`config.mk`:
```
export PLATFORM = sky130hd
export DESIGN_NAME = lsu_handshake
export DESIGN_NICKNAME = d
export VERILOG_FILES = /design/src/rtl/lsu_handshake.sv
export SDC_FILE = /design/constraint.sdc
export NUM_CORES = 1
export LEC_CHECK = 0
export ABC_AREA = 1
export CAP_MARGIN = 20
export CELL_PAD_IN_SITES_DETAIL_PLACEMENT = 0
export CELL_PAD_IN_SITES_GLOBAL_PLACEMENT = 1
export CORE_MARGIN = 2
export CORE_UTILIZATION = 31
export DETAILED_ROUTE_END_ITERATION = 8
export PLACE_DENSITY_LB_ADDON = 0.1
export SLEW_MARGIN = 20
export SYNTH_ARGS = -nofsm -noshare
export SYNTH_HDL_FRONTEND = slang
export SYNTH_SLANG_ARGS = --single-unit
```
`constraint.sdc`:
```
create_clock -name i_clk -period 2.4 [get_ports i_clk]
set_clock_uncertainty 0.15 [all_clocks]
set_input_delay 0.48 -clock i_clk [delete_from_list [all_inputs] [get_ports i_clk]]
set_output_delay 0.48 -clock i_clk [all_outputs]
set_load 0.05 [all_outputs]
```
`src/rtl/lsu_handshake.sv`:
```
// Multi-cycle load/store unit: request/response memory port with byte lanes,
// load extension, misalignment traps and a bounded wait for memory.
module lsu_handshake #(
    parameter int unsigned TIMEOUT_CYCLES = 256,
    parameter int unsigned CNT_W          = 16
) (
    input  logic        i_clk,
    input  logic        i_rst,
    input  logic        i_valid,
    output logic        o_ready,
    input  logic        i_is_load,
    input  logic        i_is_store,
    input  logic [1:0]  i_size,
    input  logic        i_unsigned,
    input  logic [31:0] i_addr,
    input  logic [31:0] i_wdata,
    output logic        o_done,
    output logic [31:0] o_rdata,
    output logic        o_trap,
    output logic        o_timeout,
    output logic [31:0] o_mem_addr,
    output logic        o_mem_ren,
    output logic        o_mem_wen,
    output logic [31:0] o_mem_wdata,
    output logic [3:0]  o_mem_mask,
    input  logic        i_mem_ready,
    input  logic        i_mem_valid,
    input  logic [31:0] i_mem_rdata
);

    localparam logic [CNT_W-1:0] CNT_LAST = CNT_W'(TIMEOUT_CYCLES - 32'd1);
    localparam bit               TO_EN    = (TIMEOUT_CYCLES != 32'd0);

    typedef enum logic [1:0] {S_IDLE, S_REQ, S_WAIT, S_DONE} state_t;

    state_t             state_q, state_n;
    logic [CNT_W-1:0]   cnt_q, cnt_n;
    logic               is_load_q, is_load_n;
    logic [1:0]         size_q, size_n;
    logic               uns_q, uns_n;
    logic [1:0]         off_q, off_n;
    logic               ready_n, done_n, trap_n, timeout_n, ren_n, wen_n;
    logic [31:0]        rdata_n, addr_n, wdata_n;
    logic [3:0]         mask_n;
    logic               misalign_c, to_hit_c;
    logic [31:0]        shifted_c, load_ext_c;

    // Byte enables for an access of the given size at byte offset off.
    function automatic logic [3:0] lane_mask(input logic [1:0] size, input logic [1:0] off);
        case (size)
            2'b00:   lane_mask = 4'b0001 << off;
            2'b01:   lane_mask = off[1] ? 4'b1100 : 4'b0011;
            default: lane_mask = 4'b1111;
        endcase
    endfunction

    assign misalign_c = (i_size == 2'b11)
                      | ((i_size == 2'b01) & i_addr[0])
                      | ((i_size == 2'b10) & (|i_addr[1:0]));
    assign to_hit_c   = TO_EN && (cnt_q == CNT_LAST);

    // Align the returned word to bit 0 and extend to the access size.
    always_comb begin
        shifted_c = i_mem_rdata >> {off_q, 3'b000};
        case (size_q)
            2'b00:   load_ext_c = {{24{~uns_q & shifted_c[7]}}, shifted_c[7:0]};
            2'b01:   load_ext_c = {{16{~uns_q & shifted_c[15]}}, shifted_c[15:0]};
            default: load_ext_c = shifted_c;
        endcase
    end

    always_comb begin
        state_n   = state_q;
        cnt_n     = cnt_q;
        is_load_n = is_load_q;
        size_n    = size_q;
        uns_n     = uns_q;
        off_n     = off_q;
        addr_n    = o_mem_addr;
        mask_n    = o_mem_mask;
        wdata_n   = o_mem_wdata;
        rdata_n   = '0;
        trap_n    = 1'b0;
        timeout_n = 1'b0;

        case (state_q)
            S_IDLE: begin
                if (i_valid) begin
                    if (i_is_load & i_is_store) begin
                        state_n = S_DONE;
                        trap_n  = 1'b1;
                    end else if (i_is_load | i_is_store) begin
                        is_load_n = i_is_load;
                        size_n    = i_size;
                        uns_n     = i_unsigned;
                        off_n     = i_addr[1:0];
                        if (misalign_c) begin
                            state_n = S_DONE;
                            trap_n  = 1'b1;
                        end else begin
                            state_n = S_REQ;
                            cnt_n   = '0;
                            addr_n  = {i_addr[31:2], 2'b00};
                            mask_n  = lane_mask(i_size, i_addr[1:0]);
                            wdata_n = i_wdata << {i_addr[1:0], 3'b000};
                        end
                    end
                end
            end
            S_REQ: begin
                cnt_n = cnt_q + CNT_W'(1);
                if (i_mem_ready) begin
                    state_n = is_load_q ? S_WAIT : S_DONE;
                end else if (to_hit_c) begin
                    state_n   = S_DONE;
                    trap_n    = 1'b1;
                    timeout_n = 1'b1;
                end
            end
            S_WAIT: begin
                cnt_n = cnt_q + CNT_W'(1);
                if (i_mem_valid) begin
                    state_n = S_DONE;
                    rdata_n = load_ext_c;
                end else if (to_hit_c) begin
                    state_n   = S_DONE;
                    trap_n    = 1'b1;
                    timeout_n = 1'b1;
                end
            end
            S_DONE:  state_n = S_IDLE;
            default: state_n = S_IDLE;
        endcase

        // Handshake outputs are a function of the state being entered.
        ready_n = (state_n == S_IDLE);
        done_n  = (state_n == S_DONE);
        ren_n   = (state_n == S_REQ) &  is_load_n;
        wen_n   = (state_n == S_REQ) & ~is_load_n;
    end

    always_ff @(posedge i_clk) begin
        if (i_rst) begin
            state_q     <= S_IDLE;
            cnt_q       <= '0;
            is_load_q   <= 1'b0;
            size_q      <= 2'b00;
            uns_q       <= 1'b0;
            off_q       <= 2'b00;
            o_ready     <= 1'b1;
            o_done      <= 1'b0;
            o_rdata     <= '0;
            o_trap      <= 1'b0;
            o_timeout   <= 1'b0;
            o_mem_addr  <= '0;
            o_mem_ren   <= 1'b0;
            o_mem_wen   <= 1'b0;
            o_mem_wdata <= '0;
            o_mem_mask  <= '0;
        end else begin
            state_q     <= state_n;
            cnt_q       <= cnt_n;
            is_load_q   <= is_load_n;
            size_q      <= size_n;
            uns_q       <= uns_n;
            off_q       <= off_n;
            o_ready     <= ready_n;
            o_done      <= done_n;
            o_rdata     <= rdata_n;
            o_trap      <= trap_n;
            o_timeout   <= timeout_n;
            o_mem_addr  <= addr_n;
            o_mem_ren   <= ren_n;
            o_mem_wen   <= wen_n;
            o_mem_wdata <= wdata_n;
            o_mem_mask  <= mask_n;
        end
    end

endmodule

```
== After elaboration in Yosys (flattened, before gate mapping) ==
Cells that the tools add are included.

* Flip-flop bits (word level): 128
* Output and inout port bits: 106

* Reduce and logical (&&, ||, !) cells: 11
* Mux-type cells: 30
* Add/sub/neg operators: 1
* Equal/unequal tests: 14
* Shift-type cells: 3
* Bitwise gates (word level): 16

{| class="wikitable"
|+ Operators by type and width
! kind !! number
|-
| 16-bit 2-to-1 mux || 4
|-
| 32-bit one-hot mux with 2 select lines || 1
|-
| 16-bit one-hot mux with 2 select lines || 1
|-
| 32-bit by 5-bit left shift with 32-bit output || 1
|-
| 32-bit by 5-bit right shift with 32-bit output || 1
|-
| 16-bit by 1-bit adder with 16-bit output (second input constant) || 1
|-
| 16-bit by 8-bit == test with 1-bit output (second input constant) || 1
|-
| 2-bit 2-to-1 mux || 7
|-
| 1-bit 2-to-1 mux || 12
|-
| 2-bit == test (second input constant) || 5
|-
| 5-bit AND reduction || 2
|-
| 2-bit by 1-bit == test with 1-bit output (second input constant) || 4
|-
| 2-bit logical NOT || 4
|-
| 2-bit inequality test (second input constant) || 4
|-
| 2-bit one-hot mux with 4 select lines || 1
|-
| 4-bit one-hot mux with 2 select lines || 1
|-
| 1-bit AND || 7
|-
| 1-bit inverter || 6
|-
| 4-bit 2-to-1 mux || 1
|-
| 4-bit AND reduction || 1
|-
| 2-bit OR reduction || 2
|-
| 1-bit by 2-bit left shift with 4-bit output (first input constant) || 1
|-
| 1-bit OR || 3
|-
| 1-bit one-hot mux with 3 select lines || 1
|-
| 3 further kinds || 3
|}

== Logic depth before layout (Yosys ltp) ==
* Depth after elaboration: 11
* Gate-level depth with buffers: 12
* Depth with buffers taken out: 12

== Worst setup path before layout ==
Ideal clock, no wire load.

* Kind: register to register
* Start point: register state_q[0]
* End point: register cnt_q[3]
* Slack: 0.591 ns
* Data arrival time: 1.541 ns
* Path buffers: 2
* Clock period less this slack: 1.809 ns
* Cell stages (with the launch flop): 11
* Setup time: 0.118 ns
* Data required time: 2.132 ns
* Cells stage by stage: dfxtp_1 -> inv_1 -> ha_1 -> buf_2 -> nand3_1 -> nand2_1 -> inv_1 -> nand4_1 -> buf_2 -> nor3_1 -> nor2_1

* Word-level cells in the longest chain between the ends: 4
* Elaborated cells on any way between the ends: 11
* Those cells by class: eq/ne (6); mux (1); reduce/logical (4)

{| class="wikitable"
|+ Ends and longest elaborated chain
! element !! RTL line !! source
|-
| start, declared || 36 || <nowiki>state_t state_q, state_n;</nowiki>
|-
| start signal, assigned || 161 || <nowiki>state_q <= state_n;</nowiki>
|-
| 2-bit == test / 2-bit by 1-bit == test with 1-bit output (equally long branches) || 86 || <nowiki>case (state_q)</nowiki>
|-
| 2-bit OR reduction (no line) || -- ||
|-
| 2-bit nonzero test (no line) || -- ||
|-
| 5-bit AND reduction (no line) || -- ||
|-
| end signal, assigned || 162 || <nowiki>cnt_q <= cnt_n;</nowiki>
|-
| end, declared || 37 || <nowiki>logic [CNT_W-1:0] cnt_q, cnt_n;</nowiki>
|}

Several ways; a longest one is shown, not always the timed one.
A chain may end at the register's enable or synchronous reset.

== Final worst setup path ==
* Start point: register o_mem_wdata[27]
* End point: output port o_mem_wdata[27]

{| class="wikitable"
|+ RTL lines
! element !! RTL line !! source
|-
| start, declared || 24 || <nowiki>output logic [31:0] o_mem_wdata,</nowiki>
|-
| start signal, assigned || 175 || <nowiki>o_mem_wdata <= wdata_n;</nowiki>
|}

No word-level cell between the ends.

==> results_dict.tcl <==
set metrics [dict create \
    max_cap_viol_count 0 \
    powerDensity_mw_per_mm2 852 \
    cts.sinks 128 \
    p_leak_nw 3.75 \
    numCtsBuffers 17 \
    die_h_um 142 \
    grt.overflow.total 0 \
    setup_viol 0 \
    cts_buffer_depth 2 \
    synth-seq-cells 128 \
    rsz0062_at_grt "no" \
    fmax_mhz 443 \
    seq_area_frac_synth_pct 43.5 \
    multi_input_area_mm2 0.00281 \
    critPathLaunch "o_mem_wdata[27]" \
    peakVddDrop_uv 525 \
    synth_ff_type "dfxtp_1" \
    comb_power_share_pct 32.8 \
    synth_edf_count 0 \
    clock_power_share_pct 35.5 \
    cpPeakStageDelay_ns 0.83 \
    worstPathArrival_ns 1.63 \
    cp-end-kind "output port" \
    slew_viol_final 0 \
    crit_chain "clkdlybuf4s50_1" \
    start_kind "flop" \
    dr.first_iter.drc_count 285 \
    regArea_mm2 0.00256 \
    r2r_cells 10 \
    drtAntennaViolNets 0 \
    r2r_setup_slack_ns 0.40 \
    final_common_cell "nand2_1" \
    cts_resized 0 \
    period_share_pct 94.1 \
    critPathRequiredTime_ns 1.77 \
    core_mm2 0.0186 \
    post-route-min-period_ns 2.26 \
    ctsRootBufferMaster "clkbuf_16" \
    netSwitchingPower_mw 2.81 \
    path_buf_inv 1 \
    initial_core_util_pct 31.6 \
    dp_hpwl_mm 14.1 \
    p_int_mw 4.92 \
    first_global_vias 6046 \
    netlist_instances 847 \
    layout-drive-gt1-share_pct 7.85 \
    tightest_slew_ns 0.647 \
    fillCellCount 1892 \
    drc 0 \
    synth_top_area_share_pct 43.5 \
    ys_types 31 \
    cp_max_fo 2 \
    pin_count 212 \
    viasPerCell 4.68 \
    yosys_warnings 0 \
    cts_hold_buf 0 \
    seqPwrFrac_pct 31.7 \
    path_delay_family "buffers and inverters" \
    crit_slowest_cell "clkdlybuf4s50_1" \
    switching_share_pct 36.4 \
    ys_top_cells_by_area "dfxtp_1 44%, nand2_1 15%, a21oi_1 8.2%, o21ai_0 6.6%, nand3_1 4.6%" \
    status "complete, no violations" \
    netlist_area_mm2 0.00589 \
    num-nets-final 1183 \
    async_flop_share_pct 0 \
    placementRows 50 \
    crit_type "flop to output port" \
    cts_tree "built" \
    first_pass_iters 4 \
    p_total_mw 7.73 \
    antennaDiodeCount 0 \
    antenna_found_initial 2 \
    grt_pass1_wl_mm 30.6 \
    clk_pin_slew_ns 0.06 \
    hold_start "i_rst" \
    cp.depth 1 \
    htreeDepth 4 \
    die_w_um 142 \
    syn_to_final_growth_pct 54.2 \
    reg2reg_from "state_q[0]" \
    cp-endpoint "o_mem_wdata[27]" \
    r2r-end "cnt_q[2]" \
    grt_start_max_net_pins 56 \
    synth.avg_cell_area_um2 6.95 \
    hold_viol 0 \
    wl_per_cell_um 14.7 \
    wirelength_mm 19.3 \
    tns_ns 0 \
    slew-limit-headroom_pct 56.8 \
    final_cell_mix "237 x nand2_1, 208 x clkdlybuf4s50_1, 128 x dfxtp_1" \
    gpl.final_weighted_congestion 0.858 \
    numPortBuffers 209 \
    yosys.area.top_type "dfxtp_1" \
    grt_usage_pct 19.4 \
    routed-via-count 6160 \
    min_path_type "primary input to flop" \
    clock_latency_ns 0.42 \
    dieArea_mm2 0.0201 \
    cts_setup_buffers 0 \
]
==> cell usage after synthesis, types with 2 or more instances <==
| cell | count |
|---|---|
| nand4_1 | 5 |
| buf_2 | 15 |
| xor2_1 | 4 |
| a21oi_1 | 97 |
| a31oi_1 | 8 |
| a22oi_1 | 8 |
| o21ai_0 | 78 |
| ha_1 | 7 |
| o211a_1 | 8 |
| nor2_2 | 2 |
| nor3_1 | 6 |
| clkbuf_1 | 26 |
| buf_4 | 5 |
| nand3_2 | 2 |
| inv_2 | 2 |
| buf_6 | 4 |
| nand3b_1 | 6 |
| inv_1 | 67 |
| nor2_1 | 69 |
| nand2_1 | 237 |
| dfxtp_1 | 128 |
| nand3_1 | 54 |
==> stage by stage <==
step                      instance area, um^2  util (%)  hold slack [ns]  std cells  setup WS (ns)
final                                    9070      48.7            0.284       1317          0.142
after global routing                     9070      48.7            0.306       1317         0.0806
after CTS                                9070      48.7            0.280       1317          0.114
after detailed placement                 8460      45.4            0.302       1285        0.00743
after global placement                   8460      45.4            0.300       1285         0.0842
after floorplan                          5890         -            0.295        848          0.591
==> kinds of logic after synthesis <==
| family | Yosys count | share of synthesized area, % |
|---|---|---|
| other | 1 | 0.0637 |
| AND/OR/NAND/NOR | 384 | 26.9 |
| XOR/XNOR | 5 | 0.744 |
| flip-flops | 128 | 43.5 |
| AO/OA/AOI/OAI | 202 | 18.5 |
| adder cells (fa/ha/maj) | 7 | 1.49 |
| buffers and inverters | 120 | 8.80 |
==> power by group through the flow <==
| stage | combinational, mW | sequential, mW | clock, mW |
|---|---|---|---|
| 2_1_floorplan | 0.988 | 3.08 | 0 |
| 3_3_place_gp | 2.56 | 2.50 | 0 |
| 3_5_place_dp | 2.55 | 2.50 | 0 |
| 4_1_cts | 2.56 | 2.46 | 2.78 |
| 5_1_grt | 2.76 | 2.48 | 2.89 |
| 6_report | 2.54 | 2.45 | 2.74 |
==> area by class of cell <==
cell class,instances,area share [%]
Multi-Input combinational cell,600,31.0
Timing Repair Buffer,253,27.9
Sequential cell,128,28.2
Clock buffer,18,4.84
Tap cell,234,3.23
Inverter,70,2.90
Clock inverter,14,1.97
==> per-layer routing <==
layer / wire (um) / part of all wire (%) / up-vias / global-route usage, %
met2: 8940 / 46 / 156 / 31.1
met4: 303 / 1.6 / 0 / 6.58
met1: 8710 / 45 / 2773 / 24.4
met3: 1360 / 7.0 / 24 / 6.68
met5: 0 / 0 / - / 0
li1: - / - / 3207 / -
==> worst min-delay path by stage <==
| stage | cells past startpoint | end |
|---|---|---|
| floorplan | 2 | size_q[0] |
| global placement | 2 | o_mem_addr[23] |
| detailed placement | 2 | o_mem_mask[0] |
| CTS | 3 | o_ready |
| global route | 3 | o_ready |
| finish | 3 | o_ready |
==> registers in the layout, indices dropped and copies added, names as in the netlist, 2 cells and up <==
name / count
cnt_q: 16
o_mem_addr: 30
off_q: 2
size_q: 2
state_q: 2
o_mem_wdata: 32
o_mem_mask: 4
o_rdata: 32
(Power assumes the default switching activity.)
